**config.mk**
```make
export PLATFORM = sky130hd
export DESIGN_NAME = std_sram_singleport_arb2
export DESIGN_NICKNAME = d
export VERILOG_FILES = /design/src/rtl/std_sram_singleport_arb2.sv
export SDC_FILE = /design/constraint.sdc
export NUM_CORES = 1
export LEC_CHECK = 0
export BUFFER_PORTS_ARGS = -buffer_cell sky130_fd_sc_hd__buf_2
export CAP_MARGIN = 20
export CORE_MARGIN = 3
export CORE_UTILIZATION = 31
export CTS_CLUSTER_SIZE = 40
export DETAILED_ROUTE_END_ITERATION = 6
export PLACE_DENSITY = 0.77
export SLEW_MARGIN = 20
export SYNTH_ARGS = -nofsm -noshare
export SYNTH_HDL_FRONTEND = slang
export SYNTH_SLANG_ARGS = --single-unit
```
**constraint.sdc**
```tcl
create_clock -name clk -period 1.4 [get_ports clk]
set_input_delay 0.07 -clock clk [delete_from_list [all_inputs] [get_ports clk]]
set_output_delay 0.07 -clock clk [all_outputs]
set_load 0.005 [all_outputs]
```
**src/rtl/std_sram_singleport_arb2.sv**
```systemverilog
// Two-port arbiter in front of a single-port SRAM, with optional
// zero-fill of the whole array after reset.
//
// Ports:
//   clk, reset        : single clock, asynchronous active-high reset
//   pN_req_valid/ready: request handshake per port (N = 0, 1)
//   pN_req_we/addr/wdata : request payload, held stable until ready
//   pN_rsp_valid/rdata: read response, one cycle after the read grant
//   sram_en/we/addr/din : SRAM access, driven in the grant cycle
//   sram_dout         : SRAM read data, one cycle after a read access
//   init_done         : high once the array is usable (state RUN)
module std_sram_singleport_arb2 #(
  parameter int ADDR_WIDTH    = 4,
  parameter int DATA_WIDTH    = 8,
  parameter int INIT_ON_RESET = 1
) (
  input  logic                  clk,
  input  logic                  reset,
  input  logic                  p0_req_valid,
  output logic                  p0_req_ready,
  input  logic                  p0_req_we,
  input  logic [ADDR_WIDTH-1:0] p0_req_addr,
  input  logic [DATA_WIDTH-1:0] p0_req_wdata,
  output logic                  p0_rsp_valid,
  output logic [DATA_WIDTH-1:0] p0_rsp_rdata,
  input  logic                  p1_req_valid,
  output logic                  p1_req_ready,
  input  logic                  p1_req_we,
  input  logic [ADDR_WIDTH-1:0] p1_req_addr,
  input  logic [DATA_WIDTH-1:0] p1_req_wdata,
  output logic                  p1_rsp_valid,
  output logic [DATA_WIDTH-1:0] p1_rsp_rdata,
  output logic                  sram_en,
  output logic                  sram_we,
  output logic [ADDR_WIDTH-1:0] sram_addr,
  output logic [DATA_WIDTH-1:0] sram_din,
  input  logic [DATA_WIDTH-1:0] sram_dout,
  output logic                  init_done
);

  typedef enum logic {
    ST_INIT,
    ST_RUN
  } state_e;

  localparam logic [ADDR_WIDTH-1:0] CNT_MAX = '1;
  localparam state_e RST_STATE =
    (INIT_ON_RESET != 0) ? ST_INIT : ST_RUN;

  state_e                state_q;
  logic [ADDR_WIDTH-1:0] cnt_q;
  logic                  init_done_q;
  // last_q: 1 = port 1 was granted most recently
  logic                  last_q, last_d;
  logic                  rsp_vld_q, rsp_vld_d;
  logic                  rsp_tag_q, rsp_tag_d;

  logic run;
  logic gnt0, gnt1;

  // Gating with reset keeps every strobe low while reset is held,
  // even though the state register already sits in INIT.
  assign run = (state_q == ST_RUN) && !reset;

  // Ready depends only on the valids and the pointer, never on
  // the payload of the same port.
  assign gnt0 = run & p0_req_valid & (~p1_req_valid | last_q);
  assign gnt1 = run & p1_req_valid & (~p0_req_valid | ~last_q);

  assign p0_req_ready = gnt0;
  assign p1_req_ready = gnt1;

  always_comb begin
    sram_en   = 1'b0;
    sram_we   = 1'b0;
    sram_addr = '0;
    sram_din  = '0;
    if (!reset && state_q == ST_INIT) begin
      sram_en   = 1'b1;
      sram_we   = 1'b1;
      sram_addr = cnt_q;
    end else if (gnt0) begin
      sram_en   = 1'b1;
      sram_we   = p0_req_we;
      sram_addr = p0_req_addr;
      sram_din  = p0_req_wdata;
    end else if (gnt1) begin
      sram_en   = 1'b1;
      sram_we   = p1_req_we;
      sram_addr = p1_req_addr;
      sram_din  = p1_req_wdata;
    end
  end

  always_comb begin
    last_d    = last_q;
    rsp_vld_d = (gnt0 & ~p0_req_we) | (gnt1 & ~p1_req_we);
    rsp_tag_d = gnt1;
    if (gnt0 | gnt1) begin
      last_d = gnt1;
    end
  end

  always_ff @(posedge clk or posedge reset) begin
    if (reset) begin
      state_q     <= RST_STATE;
      cnt_q       <= '0;
      init_done_q <= (INIT_ON_RESET == 0);
      last_q      <= 1'b1;
      rsp_vld_q   <= 1'b0;
      rsp_tag_q   <= 1'b0;
    end else begin
      last_q    <= last_d;
      rsp_vld_q <= rsp_vld_d;
      rsp_tag_q <= rsp_tag_d;
      unique case (state_q)
        ST_INIT: begin
          // Counter stops at the top; leaving INIT ends the fill.
          if (cnt_q == CNT_MAX) begin
            state_q     <= ST_RUN;
            init_done_q <= 1'b1;
          end else begin
            cnt_q <= cnt_q + ADDR_WIDTH'(1);
          end
        end
        ST_RUN: begin
          init_done_q <= 1'b1;
        end
        default: begin
          state_q <= RST_STATE;
        end
      endcase
    end
  end

  assign init_done    = init_done_q;
  assign p0_rsp_valid = rsp_vld_q & ~rsp_tag_q;
  assign p1_rsp_valid = rsp_vld_q & rsp_tag_q;
  assign p0_rsp_rdata = sram_dout;
  assign p1_rsp_rdata = sram_dout;

endmodule

```
; ---- Word level (Yosys, flattened, before mapping)
; Index checks and enable logic that the tools add are counted.
[totals]
regBits = 9
input_bits = 38
out_inout_bits = 35
wordCells = 49
[classes]
n_addsub = 1
eq_ne = 2
muxes = 16
bitwise = 20
n_reduce_logical = 4
[ops]
columns = operator, count
row1 = 8-bit two-way mux, 3
row2 = 4-bit two-way mux, 3
row3 = 1-bit two-way mux, 9
row4 = 1-bit AND, 8
row5 = 1-bit NOT, 8
row6 = 4-bit by 1-bit adder with 4-bit output (second input constant), 1
row7 = 4-bit equality test (second input constant), 1
row8 = 1-bit OR, 4
row9 = 1-bit logical AND, 2
row10 = 2-bit by 1-bit != test with 1-bit output (second input constant), 1
row11 = 1-bit case mux with 2 select lines, 1
row12 = 2-bit AND reduction, 1
row13 = 1-bit zero test, 1

; ---- Longest topological paths before layout
[depth]
ltp_word = 7
ltp_mapped = 5
mapped_depth_nobuf = 4

; ---- Least setup slack after synthesis
; Ideal clock, no wire load.
[synth_timing]
kind = flip-flop to flip-flop
start = reg cnt_q[0]
end = reg cnt_q[1]
setup_ns = 0.125
t_arrival_ns = 1.341
required_ns = 1.275
slack_ns = -0.066
stages_incl_launch_ff = 4
n_path_buf = 0
period_less_slack_ns = 1.466
path_cell_list = dfrtp_1 -> ha_1 -> a31oi_1 -> mux2_2
[synth_between]
elab_chain_cells = 3
word_cells_on_any_way = 4
cone_classes = add/sub (1) / eq/ne (1) / bitwise (1) / reduce/logical (1)
[synth_lines]
columns = item, line
row1 = from (decl), 51  ; logic [ADDR_WIDTH-1:0] cnt_q;
row2 = from (signal assigned), 123  ; cnt_q <= cnt_q + ADDR_WIDTH'(1);
row3 = "parallel branches: the longest is 3 deep, another holds 4-bit by 1-bit adder with 4-bit output", --
; Parallel ways; which one is timed is not known.
; A chain may end at the register's enable or synchronous reset.

; ---- Worst setup path after layout
[layout_timing]
start = reg last_q
end = out sram_en
[layout_between]
elab_chain_cells = 6
word_cells_on_any_way = 8
cone_classes = mux (3) / bitwise (5)
[layout_lines]
columns = item, line
row1 = from (decl), 54  ; logic last_q, last_d;
row2 = from (signal assigned), 113  ; last_q <= last_d;
row3 = 1-bit NOT, 68  ; assign gnt1 = run & p1_req_valid & (~p0_req_valid | ~last_q);
row4 = 1-bit OR, 68
row5 = 1-bit AND, 68
row6 = 1-bit two-way mux, 87  ; end else if (gnt1) begin
row7 = 1-bit two-way mux *, 82  ; end else if (gnt0) begin
row8 = 1-bit two-way mux *, 78  ; if (!reset && state_q == ST_INIT) begin
row9 = to (decl), 33  ; output logic sram_en,
; Mark *: on every way between the ends. The rest lies on a longest branch, timed or not.

==> reports/metrics.cfg <==
[timing]
rsz0062_at_grt = yes
fin_hold_ws_ps = 19.5
final_max_slew_viol_count = 0
slew-limit-headroom_pct = 78.3
tightest_slew_ps = 325
fin_crit_ps = 1580
finalSetupViolations = 15
finalCritPeriodShare_pct = 113
final.setup.worst_slack_ps = -175
finClkSkew_ps = 8.28
max_freq_mhz = 635
hold_violations = 0

[drt]
first_pass_iters = 3
dr.first_iter.drc_count = 7
ant_nets = 0
viasPerCell = 4.85
drcViolationCount = 0
wl_per_cell_um = 14.5
vias = 689
wl_um = 2050

[logic_synthesis]
synth-seq-cells = 9
yosysMostFrequentCell = buf_4
yosysSeqAreaShare_pct = 32.8
synth_cell_types = 27
synth-edff-count = 0
synth_top_area_share_pct = 29.0
synth_top_area_cell = dfrtp_1
ys.flop_type = dfrtp_1
yosys-top-cells-area = dfrtp_1 (29%), buf_4 (17%), a22o_1 (10%)
synth_async_sr_flop_share_pct = 100
netlist_area_um2 = 689
synth_nets = 110
yosysWarningCount = 0
synth_area_per_cell_um2 = 9.71
synth_common_cells = buf_4 (16), a22o_1 (8), dfrtp_1 (8), a221o_1 (5), and3_1 (4)
synthCells = 71

[global_route]
grt_max_degree = 16
grt_pass1_vias = 664
grt.total_usage_pct = 14.6
antenna_found_initial = 0
grt_pass1_wl_um = 2880
grt_remaining_overflow = 0

[critical_path]
cp.depth = 5
rr_worst_depth = 3
crit_chain = nand2_2 > nand2_2 > inv_4 > or3_1 > buf_2
max_stage_delay_ps = 550
cpMaxStageDelayCell = dfstp_2
start_kind = flip-flop
cp_max_fo = 7
cp.arrival_ps = 1510
cp_top_family = flip-flops
crit_top_cell = nand2_2
crit_type = reg2out
cp.required_ps = 1330
cp-end-kind = primary output
worst-path-buf-inv = 2

[outcome]
violations = negative setup slack
outcome = complete, but fails checks

[placed_design]
dp_hpwl_um = 1660
place_ws_ps = 16.7
gp_congestion = 0.764
dp_cells = 133
dpl-instance-area_um2 = 865
io_buffer_count = 48

[layout]
utilization_pct = 47.2
multiInputGateArea_um2 = 322
drive_above_1_share_pct = 61.7
regArea_um2 = 226
areaGrowthSynthToFinish_pct = 39.7
layout.nets = 155
final_cells = 142
diodes = 0
num-fill-cells = 193
design_area_um2 = 963

[die]
die_x_um = 53.2
initial_utilization_pct = 33.8
die_y_um = 53.2
dieArea_mm2 = 0.00283
io_pins = 73
num_rows = 16
coreArea_mm2 = 0.00204

[min_path]
hold_path.class = in2reg
hold_path_depth = 2

[power_and_ir_drop]
power_density_mw_per_mm2 = 697
ir_worst_vdd_uv = 456
p_leak_nw = 0.519

[flow_run]
drv_cap = 0

[clocking]
cts_max_path_buffers = 2
numClockSinks = 9
htreeDepth = 1
cts_tree = yes
cts-root-buf = clkbuf_4
cts_buffers = 3
clk_latency_ps = 260
clkTransAtPathRegs_ps = 50

## repair_timing
action,CTS,global route
buffers inserted,5,1
endpoints found under the setup margin,15,18
cloned,0,0
endpoints found under the hold margin,8,0
hold buffers,1,0
pin swaps,10,2
gates resized for setup,6,3
## per-stage QoR
stage / total power [mW] / TNS, ps
floorplan: 0.410 / 0
global placement: 0.457 / 0
detailed placement: 0.462 / 0
CTS: 0.685 / -2360
global route: 0.719 / -3260
finish: 0.671 / -2100
## cell type report
cell class                      count  share of cell area (%)
Timing Repair Buffer               58                    34.0
Multi-Input combinational cell     39                    33.4
Sequential cell                     9                    23.5
Tap cell                           27                    3.51
Inverter                            5                    2.73
Clock buffer                        3                    2.34
Clock inverter                      1                   0.519
## cells in the final DEF (no fill, tap or decap), types with 2 or more instances in the layout
cell type	count
a22o_1	8
nor2b_1	3
inv_1	3
buf_6	2
and3_1	4
buf_4	8
dfrtp_1	8
nand2_2	2
a221o_1	5
buf_2	47
nand2b_1	2
clkbuf_4	3
## metal layers
metal	track usage (%)	up-vias	routed length, um
met5	0	-	0
met4	4.26	0	0
met3	5.35	0	225
met2	31.2	41	1170
met1	11.8	318	659
li1	-	330	-
## registers in the layout, indices dropped and copies added, names as in the netlist
signal	flops
init_done	1
cnt_q	4
last_q	1
rsp_vld_q	1
rsp_tag_q	1
state_q	1
## path summary, 6_finish.rpt
check / startpoint / to / slack [ps]
setup / recovery: last_q / sram_en / -180
hold / removal: p0_req_we / rsp_vld_q / 20
setup reg to reg: cnt_q[1] / cnt_q[1] / 80
hold reg to reg: init_done / init_done / 460
max in group asynchronous: reset / last_q / 760
min in group asynchronous: reset / state_q / 340
## power by group
part	switching [mW]	internal (mW)	leakage [nW]
logic	0.0847	0.110	0.412
clock network	0.0890	0.105	0.0177
registers	0.00762	0.274	0.0894
## cells by family (layout without fill, tap and decap cells)
| kind of cell | Yosys count | in the layout | synth area share, % |
|---|---|---|---|
| adder cells (fa/ha/maj) | 1 | 1 | 1.81 |
| AO/OA/AOI/OAI | 18 | 18 | 22.0 |
| AND/OR/NAND/NOR | 17 | 17 | 15.8 |
| XOR/XNOR | 2 | 2 | 2.54 |
| buffers and inverters | 23 | 67 | 23.4 |
| multiplexers | 1 | 1 | 1.63 |
| flip-flops | 9 | 9 | 32.8 |
(Power assumes the default switching activity.)
